`src/rtl/fetch_unit.sv`:
```
// rtl/fetch_unit.sv - instruction fetch unit with a 2-entry prefetch FIFO and jump flush
// One outstanding memory request; a jump cancels anything fetched earlier.
module fetch_unit #(
  parameter logic [31:0] RESET_ADDR = 32'h0000_0000
) (
  input  logic        clk,
  input  logic        rst,
  output logic [31:0] mem_addr,
  output logic        mem_rd,
  input  logic        mem_ack,
  input  logic [31:0] mem_data,
  output logic [31:0] instr,
  output logic [31:0] instr_addr,
  output logic        valid,
  input  logic        ready,
  input  logic        jmp,
  input  logic [31:0] jmp_addr
);

  typedef enum logic [1:0] {
    S_IDLE    = 2'd0,
    S_FETCH   = 2'd1,
    S_DISCARD = 2'd2
  } state_t;

  state_t      r_state;
  logic [31:0] r_pc;
  logic [31:0] r_mem_addr;
  logic        r_mem_rd;
  logic [1:0]  r_count;
  logic        r_head;
  logic [31:0] r_fifo_instr [2];
  logic [31:0] r_fifo_addr  [2];

  logic        w_pop;
  logic        w_push;
  logic [1:0]  w_count_pop;
  logic [1:0]  w_count_post;
  logic [31:0] w_jmp_target;
  logic [31:0] w_pc_inc;
  logic        w_tail;
  logic        w_unused_jmp_lsbs;

  assign valid      = (r_count != 2'd0);
  assign instr      = r_fifo_instr[r_head];
  assign instr_addr = r_fifo_addr[r_head];
  assign mem_addr   = r_mem_addr;
  assign mem_rd     = r_mem_rd;

  assign w_pop        = valid && ready && !jmp;
  assign w_push       = (r_state == S_FETCH) && mem_ack && !jmp;
  assign w_count_pop  = r_count - {1'b0, w_pop};
  assign w_count_post = w_count_pop + {1'b0, w_push};
  assign w_jmp_target = {jmp_addr[31:2], 2'b00};
  assign w_pc_inc     = r_pc + 32'd4;
  // A push only happens with count <= 1, so the tail is head xor count[0].
  assign w_tail       = r_head ^ r_count[0];
  assign w_unused_jmp_lsbs = &{1'b0, jmp_addr[1:0]};

  always_ff @(posedge clk) begin
    if (w_push) begin
      r_fifo_instr[w_tail] <= mem_data;
      r_fifo_addr[w_tail]  <= r_pc;
    end
  end

  always_ff @(posedge clk or posedge rst) begin
    if (rst) begin
      r_state    <= S_IDLE;
      r_pc       <= RESET_ADDR;
      r_mem_addr <= RESET_ADDR;
      r_mem_rd   <= 1'b0;
      r_count    <= 2'd0;
      r_head     <= 1'b0;
    end else begin
      r_count <= jmp ? 2'd0 : w_count_post;
      if (w_pop) begin
        r_head <= ~r_head;
      end

      case (r_state)
        S_IDLE: begin
          if (jmp) begin
            r_pc       <= w_jmp_target;
            r_mem_addr <= w_jmp_target;
            r_mem_rd   <= 1'b1;
            r_state    <= S_FETCH;
          end else if (w_count_pop != 2'd2) begin
            r_mem_rd <= 1'b1;
            r_state  <= S_FETCH;
          end
        end

        S_FETCH: begin
          if (jmp) begin
            r_pc <= w_jmp_target;
            // Without the ack the old request must stay on the bus until it completes.
            if (mem_ack) begin
              r_mem_addr <= w_jmp_target;
            end else begin
              r_state <= S_DISCARD;
            end
          end else if (mem_ack) begin
            r_pc       <= w_pc_inc;
            r_mem_addr <= w_pc_inc;
            if (w_count_post == 2'd2) begin
              r_mem_rd <= 1'b0;
              r_state  <= S_IDLE;
            end
          end
        end

        S_DISCARD: begin
          if (jmp) begin
            r_pc <= w_jmp_target;
          end
          if (mem_ack) begin
            r_mem_addr <= jmp ? w_jmp_target : r_pc;
            r_state    <= S_FETCH;
          end
        end

        default: begin
          r_mem_rd <= 1'b0;
          r_state  <= S_IDLE;
        end
      endcase
    end
  end

endmodule

```
`config.mk`:
```
export PLATFORM = sky130hd
export DESIGN_NAME = fetch_unit
export DESIGN_NICKNAME = d
export VERILOG_FILES = /design/src/rtl/fetch_unit.sv
export SDC_FILE = /design/constraint.sdc
export NUM_CORES = 1
export LEC_CHECK = 0
export ABC_AREA = 0
export CAP_MARGIN = 20
export CORE_ASPECT_RATIO = 0.6
export CORE_UTILIZATION = 35
export CTS_BUF_LIST = sky130_fd_sc_hd__clkbuf_4
export DETAILED_ROUTE_END_ITERATION = 6
export PLACE_DENSITY = 0.65
export SYNTH_ARGS = -nofsm -noshare
export SYNTH_HDL_FRONTEND = slang
export SYNTH_SLANG_ARGS = --single-unit
```
`constraint.sdc`:
```
create_clock -name clk -period 6 [get_ports clk]
set_input_delay 0.9 -clock clk [delete_from_list [all_inputs] [get_ports clk]]
set_output_delay 0.9 -clock clk [all_outputs]
set_load 0.05 [all_outputs]
```
# After elaboration in Yosys (flattened, before gate mapping)
# Memories as Yosys holds them, arrays and structs flattened.
# Cells that the tools add are included.
# classes
add_sub_neg	3
eq_ne	13
n_mux	26
bitwise	3
n_reduce_logical	14
# ops
operator	n
$mux 32	7
$pmux 32 s3	1
$pmux 32 s2	1
$add 32x3->32 const B	1
$mux 2	8
$ne 2x2->1 const B	5
$reduce_and 5->1	2
$ne 3x3->1 const B	3
$mux 1	7
$pmux 2 s3	1
$eq 2x2->1 const B	2
$logic_and 1x1->1	4
$reduce_and 4->1	1
$reduce_bool 2->1	2
$ne 3x2->1 const B	1
$pmux 1 s3	1
$reduce_bool 3->1	1
$add 2x1->2	1
$eq 2x1->1 const B	1
$logic_not 2->1	1
$ne 2x1->1 const B	1
$not 1->1	2
$reduce_and 2->1	1
$reduce_or 2->1	1
3 further kinds	3
# word_totals
regBits	70
ramBits	128
in_bits	69
output_inout_bits	98
memories	2
# memory_table
memory	words	width	rd	rd_clocked_by_memory_dff	write_ports	line_no	text
r_fifo_addr	2	32	1	0	1	33	logic [31:0] r_fifo_addr [2];
r_fifo_instr	2	32	1	0	1	32	logic [31:0] r_fifo_instr [2];

# Depth between registers and ports, before layout
# depth
depth_word	10
ltp_mapped	14

# Worst setup path before layout
# No wires, ideal clock.
# synth_timing
kind	input -> register
from	input jmp
to	memory r_fifo_addr[0][0], enable pin
arrival_ns	4.453
t_required_ns	5.514
slack_ns	1.060
path_stages	6
cell_sequence	clkbuf_1 -> clkbuf_1 -> clkbuf_1 -> nor2_1 -> nand2_1 -> nor2_1
# synth_via
elab_chain_cells	4
# synth_lines
item	line_no	text
start, declared	16	input logic jmp,
$logic_not 1->1	51	assign w_push = (r_state == S_FETCH) && mem_ack && !jmp;
$logic_and 1x1->1	51	
$mux 1	61	if (w_push) begin
$mux 1 (implied by the code)	63	r_fifo_addr[w_tail] <= r_pc;
end, declared	33	
# Every way passes these cells.

# Worst setup path after layout
# layout_timing
from	register r_head
to	output instr_addr[1]
# layout_via
elab_chain_cells	1
# layout_lines
item	line_no	text
start, declared	31	logic r_head;
start signal, assigned	78	r_head <= ~r_head;
$mem_v2 2x32	--	
end, declared	13	output logic [31:0] instr_addr,
# Every way passes these cells.

==> impl_metrics.env <==
export IMPL_status="finished, final reports clean"
export IMPL_slew_limit_headroom=0.301
export IMPL_die_width_um=217
export IMPL_finalSetupTns_ns=0
export IMPL_area_growth_pct=23.4
export IMPL_hold_violations=0
export IMPL_finish_instance_area_mm2=0.0120
export IMPL_clk_pin_slew_ns=0.16
export IMPL_yosysTopAreaCell="edfxtp_1"
export IMPL_p_leak_nw=4.16
export IMPL_async_flop_share=0.354
export IMPL_reg2reg_slack_ns=2.89
export IMPL_port_buffers=164
export IMPL_power_density_mw_per_mm2=536
export IMPL_crit_buf_inv=2
export IMPL_synth_edf_count=128
export IMPL_setup_viol=0
export IMPL_drtIter0Drc=940
export IMPL_path_cells="buf_4 -> mux2_2 -> clkdlybuf4s50_1"
export IMPL_grt_max_degree=51
export IMPL_first_pass_iters=7
export IMPL_swShare=0.491
export IMPL_period_share=0.695
export IMPL_slew_viol_final=0
export IMPL_rows=46
export IMPL_synthTopCellsByArea="edfxtp_1 40%, dfrtp_1 18%, mux2_2 8.9%"
export IMPL_syn_nets=914
export IMPL_tritoncts="yes"
export IMPL_finalNetCount=1044
export IMPL_drt_total_wl_um=28400
export IMPL_ys_ff_latch=198
export IMPL_drive_above_1_share=0.142
export IMPL_max_stage_delay_ns=1.05
export IMPL_rsz0062_at_grt="false"
export IMPL_placed_area_mm2=0.0117
export IMPL_place_congestion=0.867
export IMPL_grt_first_pass_wirelength_um=43000
export IMPL_cp_required_ns=5.10
export IMPL_use_met3=0.0458
export IMPL_synth_top_area_frac=0.396
export IMPL_holdBufCountCts=0
export IMPL_final_common_cell="clkdlybuf4s50_1"
export IMPL_ys_warn_count=0
export IMPL_vias=7621
export IMPL_syn_inst=838
export IMPL_cp_start_kind="flop"
export IMPL_ioPinCount=167
export IMPL_worst_hold_path_type="reg2reg"
export IMPL_cts_buffers_inserted=17
export IMPL_ir_drop_mv=0.276
export IMPL_use_met2=0.278
export IMPL_regToRegEndpoint="mem_addr[20]"
export IMPL_fp_dieH_um=131
export IMPL_finalClockSkew_ns=0.0349
export IMPL_cts_path_max_buffers=2
export IMPL_initial_utilization=0.362
export IMPL_hpwl_um=19400
export IMPL_clockRootBuffer="clkbuf_4"
export IMPL_synth_main_ff_cell="edfxtp_1"
export IMPL_vias_per_cell=5.68
export IMPL_seq_power_share=0.352
export IMPL_routedWlPerCell_um=21.1
export IMPL_mostFrequentLayoutCells="163 x clkdlybuf4s50_1, 128 x edfxtp_1, 77 x mux2_2"
export IMPL_path_delay_family="buffers and inverters"
export IMPL_grt_overflow_total=0
export IMPL_busiest_layer="met1"
export IMPL_grtUsageMet1=0.313
export IMPL_endpoint_kind="primary output"
export IMPL_track_usage=0.201
export IMPL_ant_nets=0
export IMPL_ys_types=72
export IMPL_grt_pass1_vias=6995
export IMPL_cp_depth=3
export IMPL_period_needed_ns=4.17
export IMPL_cts_resized=0
export IMPL_avgSynthCellArea_um2=11.6
export IMPL_pwr_share_clk=0.117
export IMPL_clock_latency_ns=0.61
export IMPL_synth_area_mm2=0.00971
export IMPL_tightest_slew_ns=1.04
export IMPL_cp_max_fo=39
export IMPL_h_tree_depth=4
export IMPL_intPower_w=0.00326
export IMPL_reg2reg_depth=9
export IMPL_hold_path_endpoint="mem_addr[0]"
export IMPL_synth_seq_area_share=0.576
export IMPL_route_detailed_drc=0
export IMPL_cp_slowest_cell="dfrtp_2"
export IMPL_critPathKind="reg2out"
export IMPL_max_freq_mhz=240
export IMPL_min_delay_start="mem_addr[0]"
export IMPL_core_mm2=0.0268
export IMPL_cap_violations=0
export IMPL_p_comb_frac=0.531
export IMPL_cts_sinks=198
export IMPL_die_area_mm2=0.0284
export IMPL_antenna_found_initial=1
export IMPL_r2r_start="r_state[1]"
export IMPL_p_switching_w=0.00315
export IMPL_arrival_ns=3.27
export IMPL_cts_setup_buffers=0
export IMPL_holdPathStages=2
through the flow:
stage	utilization	instances	hold slack (ns)	worst slack (ns)	total power [W]
floorplan	-	838	0.437	1.06	0.00449
global placement	0.435	1308	0.453	2.36	0.00560
detailed placement	0.435	1308	0.456	2.36	0.00564
CTS	0.446	1339	0.492	1.73	0.00640
global route	0.446	1341	0.494	1.59	0.00673
finish	0.447	1342	0.487	1.83	0.00642
worst register-to-register path, stage by stage, from the launching register on:
cell	delay, ns
dfrtp_1	0.47
inv_1	0.11
ha_1	0.22
buf_4	0.45
nor2_1	0.26
o21ai_4	0.86
buf_4	0.34
or3_1	0.12
o21ai_0	0.08
a21oi_1	0.16
final cells by class:
type / instances / area [um^2]
sequential: 198 / 5600
timing repair buffer: 180 / 1770
antenna: 2 / 5.00
multi-input combinational: 552 / 3790
clock inverter: 14 / 163
clock buffer: 17 / 128
tap: 360 / 450
fill: 2531 / 14800
inverter: 19 / 71.3
layer usage:
metal	wire [um]	vias to the layer above
met4	284	0
met1	14000	3732
met5	0	-
li1	-	3480
met3	2420	23
met2	11600	386
worst max path at each step:
stage,start,to,slack [ns]
finish,r_head,instr_addr[1],1.83
global placement,jmp,r_state[0],2.36
global route,r_head,instr[9],1.59
detailed placement,jmp,r_state[0],2.36
CTS,r_head,instr[9],1.73
floorplan,jmp,r_fifo_addr[0][0],1.06
registers in the layout (all words and copies together) (netlist names):
| name | count |
|---|---|
| mem_addr | 32 |
| mem_rd | 1 |
| r_count | 2 |
| r_fifo_addr | 64 |
| r_fifo_instr | 64 |
| r_head | 1 |
| r_pc | 32 |
| r_state | 2 |
cells by family (layout without fill, tap and decap cells):
logic type / after synthesis / after routing / synth area share
compound gates: 233 / 233 / 0.156
simple gates: 218 / 218 / 0.116
flops: 198 / 198 / 0.576
buf+inv: 88 / 230 / 0.0360
mux: 86 / 86 / 0.0986
xor+xnor: 8 / 8 / 0.00864
fa+ha+maj: 7 / 7 / 0.00902
other cells: 0 / 2 / 0
synthesized netlist by cell type, drive strengths merged (9+ instances only):
cell / count
or3: 13
o21ai: 66
buf: 18
edfxtp: 128
nand4: 20
a31oi: 16
o22ai: 12
and3: 9
clkbuf: 51
inv: 18
nand2: 53
nor2: 35
nand3: 24
mux2: 77
dfrtp: 70
nor3: 29
mux2i: 9
a21oi: 50
power by group through the flow:
stage / sequential, W / clock (W) / combinational, W
5_1_grt: 0.00231 / 0.000818 / 0.00361
2_1_floorplan: 0.00241 / 0 / 0.00208
3_3_place_gp: 0.00226 / 0 / 0.00334
3_5_place_dp: 0.00228 / 0 / 0.00336
6_report: 0.00226 / 0.000754 / 0.00341
4_1_cts: 0.00225 / 0.000776 / 0.00338
Power figures use the tool's default switching activity.
